## src/rtl/sysp_icb_arbiter_pkg.sv

```systemverilog
// Shared types and defaults for the sysp ICB two-master arbiter.
// Optional read-response timeout is enabled with SYSP_ARB_TIMEOUT_EN.
package sysp_icb_arbiter_pkg;

    localparam int unsigned SyspAwDef      = 32;
    localparam int unsigned SyspDwDef      = 32;
    localparam int unsigned SyspTimeoutDef = 64;
    localparam int unsigned SyspCntW       = 16;

    typedef enum logic [1:0] {
        StIdle    = 2'd0,
        StWaitRsp = 2'd1,
        StErr     = 2'd2
    } arb_state_e;

    typedef enum logic {
        MstM0 = 1'b0,
        MstM1 = 1'b1
    } mst_e;

    function automatic mst_e other_mst(input mst_e m);
        return (m == MstM0) ? MstM1 : MstM0;
    endfunction

endpackage

```

## src/rtl/sysp_icb_arbiter_rr_pick.sv

```systemverilog
// Two-way round-robin picker: pure combinational, priority register lives in the parent.
module sysp_icb_arbiter_rr_pick
    import sysp_icb_arbiter_pkg::*;
(
    input  logic [1:0] req_i,
    input  mst_e       prio_i,
    output logic [1:0] grant_o
);

    always_comb begin
        grant_o = 2'b00;
        unique case (req_i)
            2'b01:   grant_o = 2'b01;
            2'b10:   grant_o = 2'b10;
            2'b11:   grant_o = (prio_i == MstM0) ? 2'b01 : 2'b10;
            default: grant_o = 2'b00;
        endcase
    end

endmodule

```

## src/rtl/sysp_icb_arbiter.sv

```systemverilog
// Round-robin arbiter sharing the sysp ICB slave between m0 (LSU) and m1 (DMA/debug).
// Define SYSP_ARB_TIMEOUT_EN to add the read-response timeout and error-response state.
module sysp_icb_arbiter
    import sysp_icb_arbiter_pkg::*;
#(
    parameter int unsigned AW          = SyspAwDef,
    parameter int unsigned DW          = SyspDwDef,
    parameter int unsigned TIMEOUT_CYC = SyspTimeoutDef
) (
    input  logic          clk_i,
    input  logic          rst_i,

    input  logic          m0_icb_cmd_valid_i,
    output logic          m0_icb_cmd_ready_o,
    input  logic [AW-1:0] m0_icb_cmd_addr_i,
    input  logic          m0_icb_cmd_read_i,
    input  logic [DW-1:0] m0_icb_cmd_wdata_i,
    input  logic [3:0]    m0_icb_cmd_wmask_i,
    output logic          m0_icb_rsp_valid_o,
    input  logic          m0_icb_rsp_ready_i,
    output logic          m0_icb_rsp_err_o,
    output logic [DW-1:0] m0_icb_rsp_rdata_o,

    input  logic          m1_icb_cmd_valid_i,
    output logic          m1_icb_cmd_ready_o,
    input  logic [AW-1:0] m1_icb_cmd_addr_i,
    input  logic          m1_icb_cmd_read_i,
    input  logic [DW-1:0] m1_icb_cmd_wdata_i,
    input  logic [3:0]    m1_icb_cmd_wmask_i,
    output logic          m1_icb_rsp_valid_o,
    input  logic          m1_icb_rsp_ready_i,
    output logic          m1_icb_rsp_err_o,
    output logic [DW-1:0] m1_icb_rsp_rdata_o,

    output logic          s_icb_cmd_valid_o,
    input  logic          s_icb_cmd_ready_i,
    output logic [AW-1:0] s_icb_cmd_addr_o,
    output logic          s_icb_cmd_read_o,
    output logic [DW-1:0] s_icb_cmd_wdata_o,
    output logic [3:0]    s_icb_cmd_wmask_o,
    input  logic          s_icb_rsp_valid_i,
    output logic          s_icb_rsp_ready_o,
    input  logic          s_icb_rsp_err_i,
    input  logic [DW-1:0] s_icb_rsp_rdata_i
);

    arb_state_e state_q;
    mst_e       prio_q;
    mst_e       owner_q;

    logic [1:0] req;
    logic [1:0] grant;
    mst_e       gnt_sel;
    logic       in_idle;
    logic       in_wait;
    logic       in_err;
    logic       cmd_accept;
    logic       owner_rsp_ready;

    assign req     = {m1_icb_cmd_valid_i, m0_icb_cmd_valid_i};
    assign gnt_sel = grant[1] ? MstM1 : MstM0;

    // Outputs are forced quiet while reset is held, whatever the registered state.
    assign in_idle = !rst_i && (state_q == StIdle);
    assign in_wait = !rst_i && (state_q == StWaitRsp);
    assign in_err  = !rst_i && (state_q == StErr);

    assign owner_rsp_ready = (owner_q == MstM1) ? m1_icb_rsp_ready_i : m0_icb_rsp_ready_i;

    sysp_icb_arbiter_rr_pick u_rr_pick (
        .req_i   (req),
        .prio_i  (prio_q),
        .grant_o (grant)
    );

    // Command mux toward the slave.
    always_comb begin
        s_icb_cmd_valid_o  = in_idle && (|req);
        s_icb_cmd_addr_o   = (gnt_sel == MstM1) ? m1_icb_cmd_addr_i  : m0_icb_cmd_addr_i;
        s_icb_cmd_read_o   = (gnt_sel == MstM1) ? m1_icb_cmd_read_i  : m0_icb_cmd_read_i;
        s_icb_cmd_wdata_o  = (gnt_sel == MstM1) ? m1_icb_cmd_wdata_i : m0_icb_cmd_wdata_i;
        s_icb_cmd_wmask_o  = (gnt_sel == MstM1) ? m1_icb_cmd_wmask_i : m0_icb_cmd_wmask_i;
        m0_icb_cmd_ready_o = in_idle && grant[0] && s_icb_cmd_ready_i;
        m1_icb_cmd_ready_o = in_idle && grant[1] && s_icb_cmd_ready_i;
    end

    assign cmd_accept = s_icb_cmd_valid_o && s_icb_cmd_ready_i;

    // Response demux: only the owner of the outstanding read ever sees rsp_valid.
    always_comb begin
        m0_icb_rsp_valid_o = 1'b0;
        m0_icb_rsp_err_o   = 1'b0;
        m0_icb_rsp_rdata_o = '0;
        m1_icb_rsp_valid_o = 1'b0;
        m1_icb_rsp_err_o   = 1'b0;
        m1_icb_rsp_rdata_o = '0;
        s_icb_rsp_ready_o  = 1'b0;
        if (in_idle) begin
            s_icb_rsp_ready_o = 1'b1;
        end else if (in_wait) begin
            s_icb_rsp_ready_o = owner_rsp_ready;
            if (owner_q == MstM1) begin
                m1_icb_rsp_valid_o = s_icb_rsp_valid_i;
                m1_icb_rsp_err_o   = s_icb_rsp_valid_i && s_icb_rsp_err_i;
                m1_icb_rsp_rdata_o = s_icb_rsp_valid_i ? s_icb_rsp_rdata_i : '0;
            end else begin
                m0_icb_rsp_valid_o = s_icb_rsp_valid_i;
                m0_icb_rsp_err_o   = s_icb_rsp_valid_i && s_icb_rsp_err_i;
                m0_icb_rsp_rdata_o = s_icb_rsp_valid_i ? s_icb_rsp_rdata_i : '0;
            end
        end else if (in_err) begin
            if (owner_q == MstM1) begin
                m1_icb_rsp_valid_o = 1'b1;
                m1_icb_rsp_err_o   = 1'b1;
            end else begin
                m0_icb_rsp_valid_o = 1'b1;
                m0_icb_rsp_err_o   = 1'b1;
            end
        end
    end

`ifdef SYSP_ARB_TIMEOUT_EN
    localparam logic [SyspCntW-1:0] TimeoutLast = SyspCntW'(TIMEOUT_CYC - 1);
    logic [SyspCntW-1:0] cnt_q;
`else
    logic unused_timeout;
    assign unused_timeout = ^TIMEOUT_CYC;
`endif

    always_ff @(posedge clk_i) begin
        if (rst_i) begin
            state_q <= StIdle;
            prio_q  <= MstM0;
            owner_q <= MstM0;
`ifdef SYSP_ARB_TIMEOUT_EN
            cnt_q   <= '0;
`endif
        end else begin
            unique case (state_q)
                StIdle: begin
                    if (cmd_accept) begin
                        prio_q <= other_mst(gnt_sel);
                        if (s_icb_cmd_read_o) begin
                            owner_q <= gnt_sel;
                            state_q <= StWaitRsp;
`ifdef SYSP_ARB_TIMEOUT_EN
                            cnt_q   <= '0;
`endif
                        end
                    end
                end
                StWaitRsp: begin
                    // A slave response arriving on the expiry cycle wins over the timeout.
                    if (s_icb_rsp_valid_i) begin
                        if (owner_rsp_ready) begin
                            state_q <= StIdle;
                        end
                    end
`ifdef SYSP_ARB_TIMEOUT_EN
                    else if (cnt_q == TimeoutLast) begin
                        state_q <= StErr;
                    end else begin
                        cnt_q <= cnt_q + 1'b1;
                    end
`endif
                end
                StErr: begin
                    if (owner_rsp_ready) begin
                        state_q <= StIdle;
                    end
                end
                default: state_q <= StIdle;
            endcase
        end
    end

endmodule

```

## config.mk

```make
export PLATFORM = sky130hd
export DESIGN_NAME = sysp_icb_arbiter
export DESIGN_NICKNAME = d
export VERILOG_FILES = /design/src/rtl/sysp_icb_arbiter_pkg.sv /design/src/rtl/sysp_icb_arbiter_rr_pick.sv /design/src/rtl/sysp_icb_arbiter.sv
export SDC_FILE = /design/constraint.sdc
export NUM_CORES = 1
export LEC_CHECK = 0
export CELL_PAD_IN_SITES_DETAIL_PLACEMENT = 0
export CELL_PAD_IN_SITES_GLOBAL_PLACEMENT = 1
export CORE_AREA = 2 2 124 126
export CTS_CLUSTER_DIAMETER = 50
export DETAILED_ROUTE_END_ITERATION = 10
export DIE_AREA = 0 0 126 128
export DONT_BUFFER_PORTS = 1
export PLACE_DENSITY_LB_ADDON = 0.1
export SETUP_SLACK_MARGIN = 0.4
export SYNTH_ARGS = -nofsm -noshare
export SYNTH_HDL_FRONTEND = slang
export SYNTH_SLANG_ARGS = --single-unit
```

## constraint.sdc

```tcl
create_clock -name clk_i -period 2.5 [get_ports clk_i]
set_clock_uncertainty 0.15 [all_clocks]
set_input_delay 0.75 -clock clk_i [delete_from_list [all_inputs] [get_ports clk_i]]
set_output_delay 0.75 -clock clk_i [all_outputs]
set_load 0.01 [all_outputs]
```

* After elaboration in Yosys (flattened, before gate mapping) *
Cells that the tools add are included.

word-level totals
  flip-flop bits (word level) = 4
  memory bits (read-only) = 0
  output and inout bits = 141
  memories kept = 0
  RAM bits = 0
  word-level logic and storage cells = 66
  bits in latches = 0

cells by class
  shift operators = 0
  add/sub/neg operators = 0
  order comparisons = 0
  equal/unequal tests = 8
  bitwise logic cells = 0
  divide/modulo/power cells = 0
  reductions and logical operators = 16
  multiply operators = 0
  multiplexer cells = 39

operator list
  kind                                                                   count
  32-bit 2-to-1 mux                                                      9
  1-bit 2-to-1 mux                                                       22
  2-bit case mux with 3 select lines                                     2
  1-bit logical AND                                                      10
  2-bit 2-to-1 mux                                                       5
  2-bit equality test, second input constant                             3
  2-bit inequality test, second input constant                           3
  3-bit AND reduction                                                    2
  2-bit by 1-bit equality test with 1-bit output, second input constant  2
  4-bit 2-to-1 mux                                                       1
  2-bit logical NOT                                                      1
  2-bit AND reduction                                                    1
  2-bit OR reduction                                                     1
  1-bit logical NOT                                                      1

* Depth between registers and ports, before layout *
  depth after elaboration = 7
  depth in mapped cells = 5
  depth with buffers taken out = 4

* Hierarchy *
Synthesis repeated with hierarchy kept, for this count alone.

second synthesis, totals
  cells, all modules = 176
  area, all modules = 1514.0 µm²

modules (own cells, without submodules)
  module                    area an instance (µm²)  cells each  instances
  sysp_icb_arbiter          1495.2                  173         1
  sysp_icb_arbiter_rr_pick  18.8                    3           1

* Worst setup path after synthesis *
OpenSTA, ideal clock, no wires.

  kind = input port to output port
  start point = input port m0_icb_cmd_valid_i
  end point = output port s_icb_cmd_wdata_o[12]
  stages on the path = 4
  data arrival time = 1641 ps
  path slack = -41 ps
  required time = 1600 ps
  path through = inv_1 -> o21ai_4 -> buf_4 -> mux2_1

on the way
  cells in the longest elaborated chain, start to end = 4
  elaborated cells between the ends (all ways) = 6

RTL lines
  what                                                                                   line                            RTL
  from (decl)                                                                            sysp_icb_arbiter.sv:13          input logic m0_icb_cmd_valid_i,
  2-bit equality test or 2-bit by 1-bit equality test with 1-bit output (tied branches)  sysp_icb_arbiter_rr_pick.sv:12  unique case (req_i)
  2-bit case mux with 3 select lines (*)                                                 sysp_icb_arbiter_rr_pick.sv:12
  1-bit 2-to-1 mux (*)                                                                   sysp_icb_arbiter.sv:61          assign gnt_sel = grant[1] ? MstM1 : MstM0;
  32-bit 2-to-1 mux (*)                                                                  sysp_icb_arbiter.sv:81          s_icb_cmd_wdata_o = (gnt_sel == MstM1) ? m1_icb_cmd_wdata_i : m0_icb_cmd_wdata_i;
  to (decl)                                                                              sysp_icb_arbiter.sv:39          output logic [DW-1:0] s_icb_cmd_wdata_o,

Mark *: on every way between the ends. The rest lies on a longest branch, timed or not.

* Final worst setup path *
  start point = input port m0_icb_cmd_valid_i
  end point = output port s_icb_cmd_read_o

on the way
  cells in the longest elaborated chain, start to end = 4
  elaborated cells between the ends (all ways) = 6

RTL lines
  what                                                                                   line                            RTL
  2-bit equality test or 2-bit by 1-bit equality test with 1-bit output (tied branches)  sysp_icb_arbiter_rr_pick.sv:12
  2-bit case mux with 3 select lines (*)                                                 sysp_icb_arbiter_rr_pick.sv:12
  1-bit 2-to-1 mux (*)                                                                   sysp_icb_arbiter.sv:61
  1-bit 2-to-1 mux (*)                                                                   sysp_icb_arbiter.sv:80          s_icb_cmd_read_o = (gnt_sel == MstM1) ? m1_icb_cmd_read_i : m0_icb_cmd_read_i;
  to (decl)                                                                              sysp_icb_arbiter.sv:38          output logic s_icb_cmd_read_o,

Marks and branches as above.

==> results <==
## worst paths after layout
kind / startpoint / endpoint / slack [ps] / depth (start not counted)
min reg2reg: prio_q / prio_q / 390 / 2
min: prio_q / prio_q / 390 / 2
max reg2reg: prio_q / state_q[0] / 850 / 5
max: m0_icb_cmd_valid_i / s_icb_cmd_read_o / -40 / 5
## area by class of cell
class | count | area, µm² | area share
flip-flops and latches | 3 | 61.3 | 0.0214
repair buffers | 34 | 687 | 0.240
inverters | 3 | 18.8 | 0.00655
clock buffers | 4 | 78.8 | 0.0275
multi-input cells | 153 | 1780 | 0.623
well taps | 188 | 235 | 0.0821
## power by group
group	switching (mW)	internal, mW	leakage [nW]
clock	0.0438	0.210	0.0382
combinational	0.184	0.254	1.28
sequential	0.00403	0.0512	0.0249
## timing repair
| item | 4_1_cts | 5_1_grt |
|---|---|---|
| endpoints found under the setup margin | 139 | 139 |
| setup buffers | 11 | 2 |
| pin swaps | 8 | 63 |
| gates resized for setup | 41 | 21 |
| cloned | 10 | 6 |
## cell families (layout without fill, tap and decap cells)
logic type,count (synthesis),count (layout),synth area share
AO/OA/AOI/OAI,7,7,0.0342
AND/OR/NAND/NOR,76,76,0.349
flip-flops,3,3,0.0364
buffers and inverters,18,41,0.103
multiplexers,70,70,0.478
## flip-flops by register name, indices dropped and copies added (netlist names)
signal and flops:
owner_q 1, prio_q 1, state_q 1
## worst max-delay path, cell delays in order
cell     delay, ps
inv_8           10
o21ai_4        180
buf_12         190
buf_12         160
mux2_4         340
## synthesized netlist by cell type, types with 2 or more instances
master	instances	area, µm²
mux2_2	58	653
and2_4	34	298
and2_1	33	206
buf_6	12	135
mux2_1	11	124
buf_4	3	22.5
dfxtp_1	3	60.1
inv_1	3	11.3
a21oi_1	2	10.0
and3_1	2	12.5
nor3_1	2	10.0
## metal layers
layer | track usage | vias to the layer above | wire length (µm)
met5 | 0 | - | 0
met3 | 0.0221 | 4 | 838
met1 | 0.0825 | 709 | 2540
li1 | - | 646 | -
met4 | 0.0136 | 0 | 46
met2 | 0.186 | 163 | 5310
## stage by stage
step / cells / cell area, µm² / setup TNS (ps) / hold slack [ps]
after floorplan: 174 / 1930 / -277 / 354
after global placement: 352 / 2080 / -4980 / 385
after detailed placement: 352 / 2080 / -5370 / 386
after CTS: 377 / 2610 / -1770 / 387
after global routing: 385 / 2860 / -2380 / 411
final: 385 / 2860 / -853 / 390
==> out/metrics.csv <==
stage,metric,value,unit
run,maxCapViolations,0,
sta,worstMarginPinSlew,397,ps
routing,drc_errors,0,
global_route,antenna_found_initial,0,
cells_and_area,fin_nets,377,
cts,clk_pin_slew_worst_paths,30,ps
critical_path,arrival,1640,ps
run_status,violations,setup timing,
routing,avgViaCountPerCell,3.95,
routing,antenna_left,0,
global_route,grt_pass1_wl,10300,µm
sta,min_period_over_period,1.01,
place,dpl.hpwl,5920,µm
routing,wl,8730,µm
global_route,grt_overflow,0,
cells_and_area,utilization,0.193,
routing,vias,1522,
critical_path,cp-start-kind,input pin,
cts,htreeDepth,1,
power_and_ir_drop,max-vdd-ir-drop,0.152,mV
logic_synthesis,yosys_most_used_dff,dfxtp_1,
logic_synthesis,yosysUniqueCellTypes,22,
cts,holdBufCountCts,0,
min_path,holdCritPathClass,reg -> reg,
sta,fmax,0.394,GHz
critical_path,end_kind,output port,
sta,hold_viol,0,
cells_and_area,final_common_cell,mux2_4,
logic_synthesis,synthCells,174,
logic_synthesis,avgSynthCellArea,9.47,µm²
logic_synthesis,yosysWarnings,0,
cells_and_area,final_cell_mix,"69 x mux2_4, 67 x and2_4, 10 x buf_16",
routing,wl_per_cell,22.7,µm
place,routabilityCongestion,0.744,
cells_and_area,drive_above_1_share,0.924,
cells_and_area,n_fill_cell,1575,
power_and_ir_drop,p_leak,1.34,nW
run_status,outcome,"finished, violations left",
cts,cts_max_path_buffers,2,
logic_synthesis,yosysSeqAreaShare,0.0364,
sta,period_minus_slack,2540,ps
critical_path,worstSetupPathType,in -> out,
critical_path,cp_max_fo,10,
floorplan,die_w,126,µm
sta,drv_slew,0,
logic_synthesis,syn-num-nets,353,
critical_path,required,1600,ps
logic_synthesis,syn_area,1650,µm²
global_route,grt_max_degree,17,
floorplan,dieArea,16100,µm²
logic_synthesis,ys_seq_elements,3,
place,io_buffers,0,
floorplan,pin_count,320,
cts,cts-root-buf,clkbuf_16,
floorplan,initial_core_util,0.111,
place,pre_cts_ws,-148,ps
sta,max-slew-margin-rel,0.733,
floorplan,die_h,128,µm
sta,rsz0062_at_grt,true,
routing,drt_iter0_markers,38,
logic_synthesis,synth-edff-count,0,
floorplan,placementRows,45,
cts,cts_tree,done,
global_route,grt_use_total,0.0868,
cts,clk_latency,220,ps
power_and_ir_drop,power,0.748,mW
global_route,grt_pass1_vias,1509,
cts,cts_sinks,3,
cts,numCtsBuffers,3,
power_and_ir_drop,p_per_area,261,nW/µm²
logic_synthesis,async_reset_ff_frac,0,
routing,dr.pass1.iters,4,
cells_and_area,diodes,0,
sta,setup_violations,48,
sta,worst_slack,-36.4,ps
cells_and_area,syn2layout_area_growth,73.8,%
floorplan,core,14900,µm²
Note: power is estimated with default switching activity, not from simulation.
